[src/rtl/desk_clock_wrapper.sv]
// Desk clock top: refclk synchronizer, strobe generator, BCD timekeeping with button setting,
// and a MAX7219 serial driver that re-sends the display frame whenever the time changes.
module desk_clock_wrapper #(
  parameter int unsigned REFCLK_HZ    = 32768,
  parameter int unsigned SLOW_SET_DIV = 16384,
  parameter int unsigned FAST_SET_DIV = 4096,
  parameter int unsigned DEBOUNCE_DIV = 128
) (
  input  logic i_clk,
  input  logic i_reset,
  input  logic i_refclk,
  input  logic i_en,
  input  logic i_fast_set,
  input  logic i_set_hours,
  input  logic i_set_minutes,
  output logic o_serial_dout,
  output logic o_serial_load,
  output logic o_serial_clk
);

  localparam int unsigned CntW = $clog2(REFCLK_HZ);
  localparam logic [CntW-1:0] SlowMask = CntW'(SLOW_SET_DIV - 1);
  localparam logic [CntW-1:0] FastMask = CntW'(FAST_SET_DIV - 1);
  localparam logic [CntW-1:0] DebMask  = CntW'(DEBOUNCE_DIV - 1);
  localparam logic [3:0] FirstDigit = 4'd5;
  localparam logic [3:0] FrameDone  = 4'd13;

  typedef enum logic [1:0] {StIdle, StShift, StLoad, StGap} ser_state_e;

  function automatic logic [7:0] inc_bcd60(input logic [7:0] v);
    if (v[3:0] == 4'd9) return (v[7:4] == 4'd5) ? 8'h00 : {v[7:4] + 4'd1, 4'd0};
    return {v[7:4], v[3:0] + 4'd1};
  endfunction

  function automatic logic [7:0] inc_bcd24(input logic [7:0] v);
    if (v == 8'h23) return 8'h00;
    if (v[3:0] == 4'd9) return {v[7:4] + 4'd1, 4'd0};
    return {v[7:4], v[3:0] + 4'd1};
  endfunction

  function automatic logic [7:0] seg_of(input logic [3:0] d);
    logic [7:0] s;
    unique case (d)
      4'd0:    s = 8'h7E;
      4'd1:    s = 8'h30;
      4'd2:    s = 8'h6D;
      4'd3:    s = 8'h79;
      4'd4:    s = 8'h33;
      4'd5:    s = 8'h5B;
      4'd6:    s = 8'h5F;
      4'd7:    s = 8'h70;
      4'd8:    s = 8'h7F;
      4'd9:    s = 8'h7B;
      default: s = 8'h00;
    endcase
    return s;
  endfunction

  // Words 0..4 are the power-up config, 5..12 are digit registers 1..8.
  function automatic logic [15:0] word_data(input logic [3:0] idx, input logic [7:0] hh,
                                            input logic [7:0] mm, input logic [7:0] ss);
    logic [15:0] w;
    unique case (idx)
      4'd0:    w = 16'h0C01;
      4'd1:    w = 16'h0900;
      4'd2:    w = 16'h0B07;
      4'd3:    w = 16'h0A08;
      4'd4:    w = 16'h0F00;
      4'd5:    w = {8'h01, seg_of(hh[7:4])};
      4'd6:    w = {8'h02, seg_of(hh[3:0])};
      4'd7:    w = {8'h03, seg_of(mm[7:4])};
      4'd8:    w = {8'h04, seg_of(mm[3:0])};
      4'd9:    w = {8'h05, seg_of(ss[7:4])};
      4'd10:   w = {8'h06, seg_of(ss[3:0])};
      4'd11:   w = 16'h0700;
      4'd12:   w = 16'h0800;
      default: w = 16'h0000;
    endcase
    return w;
  endfunction

  // refclk synchronizer and rising-edge strobe
  logic [2:0] ref_sync_q, ref_sync_d;
  logic       ref_stb_q, ref_stb_d;

  // strobe generator
  logic [CntW-1:0] cnt_q, cnt_d;
  logic one_hz_q, one_hz_d, slow_q, slow_d, fast_q, fast_d, deb_stb_q, deb_stb_d;

  // buttons: bit 1 = hours, bit 0 = minutes
  logic [1:0] btn_s1_q, btn_s1_d, btn_s2_q, btn_s2_d;
  logic [1:0] btn_samp_q, btn_samp_d, btn_deb_q, btn_deb_d;

  logic [7:0] hh_q, hh_d, mm_q, mm_d, ss_q, ss_d;
  logic       set_stb, hold_h, hold_m, time_chg;

  always_comb begin
    ref_sync_d = {ref_sync_q[1:0], i_refclk};
    ref_stb_d  = ref_sync_q[1] & ~ref_sync_q[2];

    cnt_d     = ref_stb_q ? cnt_q + CntW'(1) : cnt_q;
    one_hz_d  = ref_stb_q && (cnt_d == '0);
    slow_d    = ref_stb_q && ((cnt_d & SlowMask) == '0);
    fast_d    = ref_stb_q && ((cnt_d & FastMask) == '0);
    deb_stb_d = ref_stb_q && ((cnt_d & DebMask) == '0);

    btn_s1_d   = {i_set_hours, i_set_minutes};
    btn_s2_d   = btn_s1_q;
    btn_samp_d = btn_samp_q;
    btn_deb_d  = btn_deb_q;
    if (deb_stb_q) begin
      btn_samp_d = btn_s2_q;
      // A bit follows the input only once two consecutive strobe samples agree.
      btn_deb_d  = (btn_s2_q & ~(btn_s2_q ^ btn_samp_q)) | (btn_deb_q & (btn_s2_q ^ btn_samp_q));
    end
  end

  assign set_stb = i_fast_set ? fast_q : slow_q;
  assign hold_h  = btn_deb_q[1];
  assign hold_m  = btn_deb_q[0];

  always_comb begin
    hh_d = hh_q;
    mm_d = mm_q;
    ss_d = ss_q;
    if (i_en) begin
      if (hold_h && hold_m) begin
        if (set_stb) ss_d = 8'h00;
        else if (one_hz_q) ss_d = inc_bcd60(ss_q);
      end else begin
        if (one_hz_q) ss_d = inc_bcd60(ss_q);
        if (hold_h && set_stb) hh_d = inc_bcd24(hh_q);
        if (hold_m && set_stb) mm_d = inc_bcd60(mm_q);
        // Carries only ripple while no button is held.
        if (!hold_h && !hold_m && one_hz_q && ss_q == 8'h59) begin
          mm_d = inc_bcd60(mm_q);
          if (mm_q == 8'h59) hh_d = inc_bcd24(hh_q);
        end
      end
    end
  end

  assign time_chg = (hh_d != hh_q) || (mm_d != mm_q) || (ss_d != ss_q);

  // serializer
  ser_state_e  state_q, state_d;
  logic [3:0]  word_q, word_d, bit_q, bit_d, next_idx;
  logic [15:0] shreg_q, shreg_d, next_word;
  logic        phase_q, phase_d, wait_q, wait_d, pending_q, pending_d;
  logic        dout_q, dout_d, load_q, load_d, sclk_q, sclk_d;
  logic        boundary, start_word, clr_pending;

  always_comb begin
    start_word  = 1'b0;
    clr_pending = 1'b0;
    next_idx    = word_q;
    if (word_q < FirstDigit) begin
      start_word = 1'b1;
    end else if (pending_q) begin
      start_word  = 1'b1;
      clr_pending = 1'b1;
      next_idx    = FirstDigit;
    end else if (word_q != FrameDone) begin
      start_word = 1'b1;
    end
    next_word = word_data(next_idx, hh_q, mm_q, ss_q);
    boundary  = (state_q == StIdle) || (state_q == StGap && wait_q);

    state_d   = state_q;
    word_d    = word_q;
    bit_d     = bit_q;
    shreg_d   = shreg_q;
    phase_d   = phase_q;
    wait_d    = wait_q;
    dout_d    = dout_q;
    load_d    = load_q;
    sclk_d    = sclk_q;
    pending_d = (pending_q & ~(boundary & clr_pending)) | time_chg;

    unique case (state_q)
      StIdle, StGap: begin
        if (state_q == StGap && !wait_q) begin
          wait_d = 1'b1;
        end else if (start_word) begin
          state_d = StShift;
          shreg_d = next_word;
          dout_d  = next_word[15];
          sclk_d  = 1'b0;
          phase_d = 1'b0;
          bit_d   = 4'd0;
          wait_d  = 1'b0;
          word_d  = next_idx + 4'd1;
        end else begin
          state_d = StIdle;
          wait_d  = 1'b0;
        end
      end
      StShift: begin
        if (!phase_q) begin
          sclk_d  = 1'b1;
          phase_d = 1'b1;
        end else begin
          sclk_d  = 1'b0;
          phase_d = 1'b0;
          if (bit_q == 4'd15) begin
            state_d = StLoad;
            load_d  = 1'b1;
            dout_d  = 1'b0;
            wait_d  = 1'b0;
          end else begin
            shreg_d = {shreg_q[14:0], 1'b0};
            dout_d  = shreg_q[14];
            bit_d   = bit_q + 4'd1;
          end
        end
      end
      StLoad: begin
        if (!wait_q) begin
          wait_d = 1'b1;
        end else begin
          load_d  = 1'b0;
          wait_d  = 1'b0;
          state_d = StGap;
        end
      end
      default: state_d = StIdle;
    endcase
  end

  always_ff @(posedge i_clk) begin
    if (i_reset) begin
      ref_sync_q <= '0;
      ref_stb_q  <= 1'b0;
      cnt_q      <= '0;
      one_hz_q   <= 1'b0;
      slow_q     <= 1'b0;
      fast_q     <= 1'b0;
      deb_stb_q  <= 1'b0;
      btn_s1_q   <= '0;
      btn_s2_q   <= '0;
      btn_samp_q <= '0;
      btn_deb_q  <= '0;
      hh_q       <= 8'h00;
      mm_q       <= 8'h00;
      ss_q       <= 8'h00;
      state_q    <= StIdle;
      word_q     <= 4'd0;
      bit_q      <= 4'd0;
      shreg_q    <= '0;
      phase_q    <= 1'b0;
      wait_q     <= 1'b0;
      pending_q  <= 1'b1;  // forces the first frame after the config words
      dout_q     <= 1'b0;
      load_q     <= 1'b0;
      sclk_q     <= 1'b0;
    end else begin
      ref_sync_q <= ref_sync_d;
      ref_stb_q  <= ref_stb_d;
      cnt_q      <= cnt_d;
      one_hz_q   <= one_hz_d;
      slow_q     <= slow_d;
      fast_q     <= fast_d;
      deb_stb_q  <= deb_stb_d;
      btn_s1_q   <= btn_s1_d;
      btn_s2_q   <= btn_s2_d;
      btn_samp_q <= btn_samp_d;
      btn_deb_q  <= btn_deb_d;
      hh_q       <= hh_d;
      mm_q       <= mm_d;
      ss_q       <= ss_d;
      state_q    <= state_d;
      word_q     <= word_d;
      bit_q      <= bit_d;
      shreg_q    <= shreg_d;
      phase_q    <= phase_d;
      wait_q     <= wait_d;
      pending_q  <= pending_d;
      dout_q     <= dout_d;
      load_q     <= load_d;
      sclk_q     <= sclk_d;
    end
  end

  assign o_serial_dout = dout_q;
  assign o_serial_load = load_q;
  assign o_serial_clk  = sclk_q;

endmodule

[config.mk]
export PLATFORM = sky130hd
export DESIGN_NAME = desk_clock_wrapper
export DESIGN_NICKNAME = d
export VERILOG_FILES = /design/src/rtl/desk_clock_wrapper.sv
export SDC_FILE = /design/constraint.sdc
export NUM_CORES = 1
export LEC_CHECK = 0
export CAP_MARGIN = 0
export CELL_PAD_IN_SITES_DETAIL_PLACEMENT = 1
export CELL_PAD_IN_SITES_GLOBAL_PLACEMENT = 1
export CORE_MARGIN = 2
export CORE_UTILIZATION = 54
export CTS_BUF_LIST = sky130_fd_sc_hd__clkbuf_4
export CTS_CLUSTER_SIZE = 30
export DETAILED_ROUTE_END_ITERATION = 8
export PLACE_DENSITY = 0.86
export SYNTH_ARGS = -nofsm -noshare
export SYNTH_HDL_FRONTEND = slang
export SYNTH_SLANG_ARGS = --single-unit
[constraint.sdc]
create_clock -name i_clk -period 5.24 [get_ports i_clk]
set_input_delay 1.048 -clock i_clk [delete_from_list [all_inputs] [get_ports i_clk]]
set_output_delay 1.048 -clock i_clk [all_outputs]
set_load 0.03 [all_outputs]
Yosys cells after proc, flatten, opt, wreduce, memory -nomap -nowiden
Memories as Yosys holds them, arrays and structs flattened. A register that Yosys moved wholly into a read port is not among the register bits.
Index checks and enable logic that the tools add are counted.

storage, ports and cells
  flip-flop bits (word level) = 85
  memory bits (read-only) = 672
  bits of input ports = 7
  output and inout bits = 3
  logic and storage cells = 229
  memories kept = 6

cells by class
  $add $sub $neg = 9
  $lt $le $gt $ge = 1
  equal/unequal tests = 34
  mux-type cells = 110
  bitwise operators = 12
  reduce and logical (&&, ||, !) cells = 34

memories
  memory           depth  width  rd ports  clocked after memory_dff  wr ports  line  text
  (no name shown)  16     7      1         1                         0         43    unique case (d)
  (no name shown)  16     7      1         1                         0         43
  (no name shown)  16     7      1         1                         0         43
  (no name shown)  16     7      1         1                         0         43
  (no name shown)  16     7      1         1                         0         43
  (no name shown)  16     7      1         1                         0         43

operators by type and width
  operator                                                               number
  8-bit two-way mux                                                      28
  12-bit case mux with 13 select lines                                   1
  15-bit two-way mux                                                     5
  15-bit zero test                                                       4
  1-bit two-way mux                                                      53
  4-bit two-way mux                                                      12
  4-bit equality test, second input constant                             9
  4-bit by 1-bit adder with 4-bit output, second input constant          8
  15-bit case mux with 2 select lines                                    1
  4-bit by 3-bit equality test with 1-bit output, second input constant  6
  8-bit != test                                                          3
  8-bit by 7-bit equality test with 1-bit output, second input constant  2
  15-bit by 1-bit adder with 15-bit output, second input constant        1
  1-bit logical AND                                                      12
  2-bit != test, second input constant                                   6
  4-bit AND reduction                                                    3
  4-bit by 2-bit equality test with 1-bit output, second input constant  2
  8-bit by 6-bit equality test with 1-bit output, second input constant  1
  2-bit two-way mux                                                      4
  4-bit case mux with 2 select lines                                     1
  1-bit case mux with 2 select lines                                     3
  2-bit case mux with 3 select lines                                     1
  3-bit AND reduction                                                    2
  5-bit AND reduction                                                    1
  other kinds (20)                                                       31

Logic depth before layout (Yosys ltp)
Gate-level depths: netlist of the first run.

  word-level depth = 22
  mapped depth = 14
  depth with buffers taken out = 12

Least setup slack after synthesis of the first run
No wires, ideal clock.

  kind = in2reg
  from = in i_fast_set
  to = reg (tool-made name)
  library setup time = 0.070 ns
  arrival time = 3.042 ns
  required time = 5.170 ns
  path slack = 2.129 ns
  stages on the path = 11
  buffers on the path = 1
  cells stage by stage = mux2_2 nand2_1 a21o_1 buf_6 o32a_4 nor2_1 inv_1 ha_1 nand2b_1 o22a_1 a21oi_1

RTL lines
  item                line  text
  start: declaration  13    input logic i_fast_set,

Worst setup path in the final report of the first run
  from = reg pending_q
  to = reg shreg_q[3]

on the way
  cells in the longest elaborated chain, start to end = 7
  elaborated cells on any way between the ends = 23
  those cells by class = 13 x eq/ne; 8 x mux; 2 x reduce/logical

RTL lines
  item                                               line  text
  start: declaration                                 149   logic phase_q, phase_d, wait_q, wait_d, pending_q, pending_d;
  start signal: assignment                           277   pending_q <= pending_d;
  4-bit two-way mux                                  159   end else if (pending_q) begin
  4-bit two-way mux                                  157   if (word_q < FirstDigit) begin
  4-bit equality test, or another cell as far along  63    unique case (idx)
  12-bit case mux with 13 select lines               63
  15-bit two-way mux                                 184   end else if (start_word) begin
  15-bit two-way mux                                 182   if (state_q == StGap && !wait_q) begin
  15-bit case mux with 2 select lines                180   unique case (state_q)
  end signal: assignment                             274   shreg_q <= shreg_d;
  end: declaration                                   148   logic [15:0] shreg_q, shreg_d, next_word;

Parallel ways exist; a longest one is shown, timed or not. The select of a mux whose other input is x is not followed.
A chain may end at the register's enable or synchronous reset.

==> run_results.csv, run 1 <==
group,metric,value,unit
cells_and_area,fin_util,58.5,%
yosys,synthFlopType,"dfxtp_1",
yosys,synthCells,880,
setup_path,max_stage_delay,0.88,ns
setup_path,critPathCaptureType,"flop",
pwr,ir_drop,0.146,mV
cells_and_area,area_growth,5.54,%
run_status,status,"complete, no violations",
yosys,yosys_warnings,0,
clock_network,cts_tree,"built",
routing,routedWlPerCell,18.8,um
yosys,yosysSeqAreaShare,34.6,%
cells_and_area,diodes,0,
yosys,synthAdderAreaFrac,9.89,%
timing,fin_worst_skew,0.0151,ns
floorplanning,pin_count,10,
yosys,synthMuxAreaShare,3.72,%
yosys,post_synth_and_or_nand_nor_area_fraction,20.9,%
timing,setup_violations,0,
timing,clock.fmax,265,MHz
cells_and_area,fillerInstances,1641,
routing,wirelength,19.8,mm
setup_path,rrSetupSlack,1.46,ns
floorplanning,die_area,14500,sq um
yosys,ys_types,76,
global_routing,track_usage,28.4,%
clock_network,htree_num_levels,4,
timing,tns,0,ns
yosys,synth_top_family_by_area,"compound AO/OA/AOI/OAI gates",
yosys,synth-seq-cells,127,
placement,portBuffers,9,
pwr,power.density,328,nW/um^2
routing,drt-initial-drc-count,340,
global_routing,grt_max_degree,71,
routing,wl_met2,9.73,mm
timing,rsz0062_at_grt,"no",
pwr,p_clk_share,26.1,%
yosys,synth_nets,945,
routing,ant_nets,0,
timing,slew_viol_final,0,
floorplanning,die_h,121,um
global_routing,grt-ovfl-total,0,
setup_path,crit_path_top_delay_cell,"dfxtp_1",
routing,wl_met1,8.83,mm
floorplanning,core,13200,sq um
clock_network,post_cts_resize_count,0,
clock_network,cts_buffers,17,
yosys,synthTopCellsByArea,"dfxtp_1, ha_1, nor2_1, o21ai_0, nand2_1",
setup_path,crit_fanout,23,
clock_network,postCtsSetupBuffers,0,
setup_path,arrival,4.26,ns
timing,post-route-min-period,3.78,ns
setup_path,cp_cell_sequence,"inv_1 > nor2_1 > nor2_1 > inv_1 > ha_1 > inv_1 > a21oi_1 > o21ai_0 > a31oi_1 > a21bo_2 > a211oi_1",
timing,finalHoldViolations,0,
clock_network,root_buffer,"clkbuf_4",
yosys,synth_area,7340,sq um
routing,highest_layer,"met4",
run,drv_cap,0,
clock_network,clock-sinks,127,
setup_path,critPathBufInv,3,
clock_network,cts_hold_buffers,0,
routing,vias,6470,
placement,place.detailed.hpwl,14.4,mm
setup_path,cp-start-kind,"flop",
yosys,syn_avg_cell_area,8.34,sq um
pwr,swShare,37.0,%
pwr,power_frac_seq,42.4,%
timing,maxSlewHeadroom,20.1,%
routing,dr_wl_met3,641,um
yosys,async_flop_share,0,%
setup_path,required,5.72,ns
pwr,combinationalPowerShare,31.5,%
floorplanning,std_cell_rows,42,
worst_hold_path,hold_class,"flop to flop",
pwr,leakagePower,3.09,nW
routing,detail_route.drc_violations,0,
placement,gp_congestion,0.900,
yosys,synth-compound-area-share,23.2,%
cells_and_area,fin_nets,932,
global_routing,grt_first_pass_wirelength,33.0,mm
setup_path,critPathTopFamily,"compound AO/OA/AOI/OAI gates",
clock_network,clk_latency,0.57,ns
cells_and_area,drive_above_1_share,6.82,%
timing,min_period_over_period,72.1,%
global_routing,antenna_found_initial,0,
yosys,synth_top_area_share,34.6,%
pwr,p_int,0.00160,W
routing,via_per_inst,6.13,
pwr,switchingPower,0.000939,W
yosys,yosysTopAreaCell,"dfxtp_1",
floorplanning,die_w,121,um
clock_network,cts_buffer_depth,2,
floorplanning,start_util,55.4,%
routing,drt_pass1_iterations,8,
global_routing,grt_pass1_vias,6643,
yosys,synth-edff-count,0,
timing,worst_pin_slew,1.19,ns
yosys,synth_xor_area_share,2.61,%
setup_path,worstSetupPathType,"flop to flop",
clock_network,clk_transition_reported_paths,0.12,ns
setup_path,cpMostUsedCell,"inv_1",
## final timing paths
path                                     from    endpoint  depth (start not counted)
worst min-delay path            ref_sync_q[2]   ref_stb_q                          1
worst max register to register      pending_q  shreg_q[3]                         11
worst min register to register  ref_sync_q[2]   ref_stb_q                          1
worst max-delay path                pending_q  shreg_q[3]                         11
## cells in the mapped netlist (7+ instances only)
| cell type | instances |
|---|---|
| nand3_1 | 19 |
| xnor2_1 | 9 |
| xor2_1 | 11 |
| mux2i_1 | 19 |
| o21ai_0 | 56 |
| o22ai_1 | 10 |
| nor2_1 | 94 |
| nor2b_1 | 25 |
| a22oi_1 | 19 |
| inv_1 | 49 |
| nand4_1 | 10 |
| a21o_1 | 12 |
| nor3_1 | 21 |
| ha_1 | 58 |
| clkbuf_1 | 34 |
| nand2b_1 | 13 |
| a21oi_1 | 45 |
| o21a_1 | 9 |
| nand2_1 | 71 |
| a211oi_1 | 11 |
| or3_1 | 7 |
| a221oi_1 | 8 |
| and3_1 | 11 |
| dfxtp_1 | 127 |
| a31oi_1 | 15 |
## cells by family (layout without fill, tap and decap cells)
kind of cell / Yosys count / after routing
buffers and inverters: 93 / 93
adder cells (fa/ha/maj): 58 / 58
multiplexers: 26 / 26
AO/OA/AOI/OAI: 248 / 248
XOR/XNOR: 21 / 21
AND/OR/NAND/NOR: 307 / 307
flip-flops: 127 / 127
## per-stage QoR
step	setup WS [ns]	hold slack, ns	instances	total power (W)	cell area [sq um]
floorplan	2.13	0.367	880	0.00169	7340
global placement	1.37	0.376	1024	0.00185	7490
detailed placement	1.20	0.379	1024	0.00189	7490
CTS	1.58	0.407	1056	0.00256	7750
global route	1.21	0.427	1056	0.00269	7750
finish	1.46	0.411	1056	0.00254	7750
## cells in the final DEF, fill, tap and decap left out, drive strengths merged, types with 5 or more instances in the layout
master         count
nor2b             25
a222oi             6
nand2             71
a2bb2oi            5
clkdlybuf4s50      8
mux2               7
or3                7
dfxtp            127
o21a               9
a22oi             19
clkinv             8
ha                58
inv               49
and3b              5
xor2              11
a21o              12
a21oi             47
mux2i             19
a221oi             8
and2               6
a31oi             15
o22ai             11
nor2              94
a211oi            13
o21ai             57
o211ai             5
nand4             10
and3              11
nand3             19
xnor2             10
o31ai              5
clkbuf            18
nand2b            13
nor3              21
## layout make-up
class                   count  area, sq um  area share (%)
multi-input cells         660         4430            57.2
flip-flops and latches    127         2540            32.8
well taps                 176          220            2.84
inverters                  49          184            2.37
clock buffers              18          135            1.74
clock inverters            14          125            1.61
repair buffers             12          110            1.42
## power groups by stage
stage / logic [W] / registers [W] / clock network [W]
2_1_floorplan: 0.000596 / 0.00109 / 0
3_3_place_gp: 0.000757 / 0.00109 / 0
3_5_place_dp: 0.000792 / 0.00110 / 0
4_1_cts: 0.000798 / 0.00108 / 0.000683
5_1_grt: 0.000887 / 0.00108 / 0.000720
6_report: 0.000801 / 0.00108 / 0.000663
## routing by layer
layer,vias up,track usage (%)
met1,3176,34.8
met3,48,5.52
met5,-,0
met4,0,11.9
li1,3123,-
met2,123,48.8
No activity file was read; power rests on OpenSTA's default activity.
==> run 2: changes to the inputs <==
CORE_UTILIZATION = 45   (was 54)
PLACE_DENSITY = 0.76   (was 0.86)
clock period = 3.2 ns   (was 5.24 ns; I/O delays follow)
==> run 2 against run 1 <==
Total power rose by 64%. Die area rose by 19%. Critical path depth up 1. Worst hold slack worse by 0.015 ns. Routed wire length is 0.87% higher. Final cell count rose by 7.2%. Worst setup slack got worse by 1.3 ns. Critical path type unchanged. Largest power group unchanged. Highest routed layer unchanged.
==> run_results.csv, run 2 (synthesized netlist as in run 1, its figures left out) <==
group,metric,value,unit
run_status,status,"complete, no violations",
floorplanning,std_cell_rows,46,
setup_path,cp-start-kind,"flop",
clock_network,clk_transition_reported_paths,0.12,ns
run,drv_cap,0,
routing,via_per_inst,5.80,
worst_hold_path,hold_class,"flop to flop",
clock_network,clk_latency,0.56,ns
pwr,swShare,37.4,%
clock_network,htree_num_levels,4,
timing,slew_viol_final,0,
routing,routedWlPerCell,17.7,um
setup_path,critPathCaptureType,"flop",
pwr,power.density,513,nW/um^2
setup_path,rrSetupSlack,0.17,ns
routing,drt-initial-drc-count,320,
cells_and_area,mostFrequentLayoutCell,"dfxtp_1",
timing,setup_violations,0,
placement,portBuffers,9,
pwr,leakagePower,3.27,nW
timing,fin_worst_skew,0.0164,ns
global_routing,grt.busiest_layer,"met2",
worst_hold_path,holdPathStages,1,
pwr,switchingPower,0.00156,W
setup_path,reg2reg_depth,12,
floorplanning,pin_count,10,
floorplanning,die_w,132,um
routing,wirelength,20.0,mm
cells_and_area,fin_util,50.8,%
clock_network,cts_buffer_depth,2,
global_routing,global_route.usage.met1,26.6,%
clock_network,cts_buffers,17,
global_routing,use_met2,41.9,%
floorplanning,core,15900,sq um
routing,vias,6563,
clock_network,clock-sinks,127,
floorplanning,die_area,17400,sq um
timing,holdWs,0.396,ns
global_routing,grt_pass1_vias,6634,
placement,gp_congestion,0.919,
setup_path,arrival,3.52,ns
cells_and_area,drive_above_1_share,11.6,%
worst_hold_path,min_to,"ref_stb_q",
timing,post-route-min-period,3.03,ns
global_routing,grt_use_met3,4.98,%
setup_path,r2r_start,"ss_q[1]",
cells_and_area,area_growth,10.2,%
clock_network,root_buffer,"clkbuf_4",
floorplanning,die_h,132,um
pwr,combinationalPowerShare,32.6,%
global_routing,grt_first_pass_wirelength,32.8,mm
global_routing,track_usage,23.2,%
worst_hold_path,min_from,"ref_sync_q[2]",
cells_and_area,final_cell_mix,"dfxtp_1, nor2_1, nand2_1, ha_1, o21ai_0",
global_routing,antenna_found_initial,0,
floorplanning,start_util,46.0,%
pwr,p_clk_share,25.2,%
timing,min_period_over_period,94.6,%
routing,drt_pass1_iterations,5,
pwr,ir_drop,0.310,mV
global_routing,grt_max_degree,35,
cells_and_area,diodes,0,
setup_path,worstSetupPathType,"flop to flop",
timing,finalHoldViolations,0,
routing,detail_route.drc_violations,0,
cells_and_area,fin_nets,968,
timing,clock.fmax,330,MHz
setup_path,required,3.69,ns
routing,ant_nets,0,
clock_network,cts_tree,"built",
global_routing,grt-ovfl-total,0,
pwr,p_int,0.00260,W
placement,place.detailed.hpwl,15.1,mm
setup_path,crit_fanout,7,
timing,worst_pin_slew,0.821,ns
timing,maxSlewHeadroom,45.0,%
pwr,power_frac_seq,42.2,%
[run 2: changes by cell type in the layout (fill, tap and decap cells not counted), moves of 2 or more]
cell,change
buf_4,+36
inv_6,+5
clkinv_1,-4
clkinv_4,+2
dfxtp_1,-2
dfxtp_2,+2
nor2_1,-2
nor2_2,+2
[run 2: timing repair]
item / CTS / global route
hold buffers: 0 / 0
resized for setup: 0 / 6
setup buffers: 0 / 2
endpoints found under the setup margin: 0 / 12
[run 2: routing by layer]
metal,part of all wire (%),routed length [um],up-vias
met1,43,8590,3230
met5,0,0,-
li1,-,-,3187
met3,2.9,580,40
met2,51,10300,106
met4,2.7,547,0
[run 2: stage by stage]
| stage | instances | worst slack [ns] | cell area (sq um) | total power [W] | TNS (ns) |
|---|---|---|---|---|---|
| global route | 1132 | -0.00111 | 8090 | 0.00445 | -0.00111 |
| global placement | 1098 | 0.0256 | 7790 | 0.00307 | 0 |
| detailed placement | 1098 | -0.0274 | 7790 | 0.00314 | -0.0718 |
| CTS | 1130 | 0.0115 | 8060 | 0.00418 | 0 |
| finish | 1132 | 0.173 | 8090 | 0.00415 | 0 |
| floorplan | 880 | 0.193 | 7340 | 0.00276 | 0 |
[run 2: worst max path at each step]
stage	start	end	slack, ns	cells past startpoint
finish	ss_q[1]	flop	0.17	12
global route	ss_q[1]	flop	-0.001	12
CTS	ss_q[4]	flop	0.01	11
detailed placement	i_fast_set	flop	-0.03	11
global placement	i_en	flop	0.03	9
floorplan	ss_q[4]	flop	0.19	13
[run 2: power groups by stage]
stage | Clock [W] | Combinational, W | Sequential, W
after floorplan | 0 | 0.000976 | 0.00178
after global placement | 0 | 0.00129 | 0.00178
after detailed placement | 0 | 0.00135 | 0.00179
after CTS | 0.00108 | 0.00135 | 0.00175
after global routing | 0.00116 | 0.00152 | 0.00177
final | 0.00105 | 0.00135 | 0.00175
[run 2: worst max-delay path, stage by stage, from the launching register on]
cell      delay, ns
dfxtp_1        0.39
inv_1          0.10
ha_1           0.17
nand4b_1       0.16
or4_4          0.62
a21o_4         0.28
o32a_4         0.32
nor2_2         0.13
inv_1          0.09
ha_1           0.31
nand2b_1       0.07
o22a_1         0.18
a21oi_1        0.14
[run 2: cell type report]
cell class,count,area (sq um)
Fill cell,1950,7850
Multi-Input combinational cell,660,4450
Sequential cell,127,2540
Timing Repair Buffer,48,380
Tap cell,216,270
Inverter,49,184
Clock inverter,15,136
Clock buffer,17,128
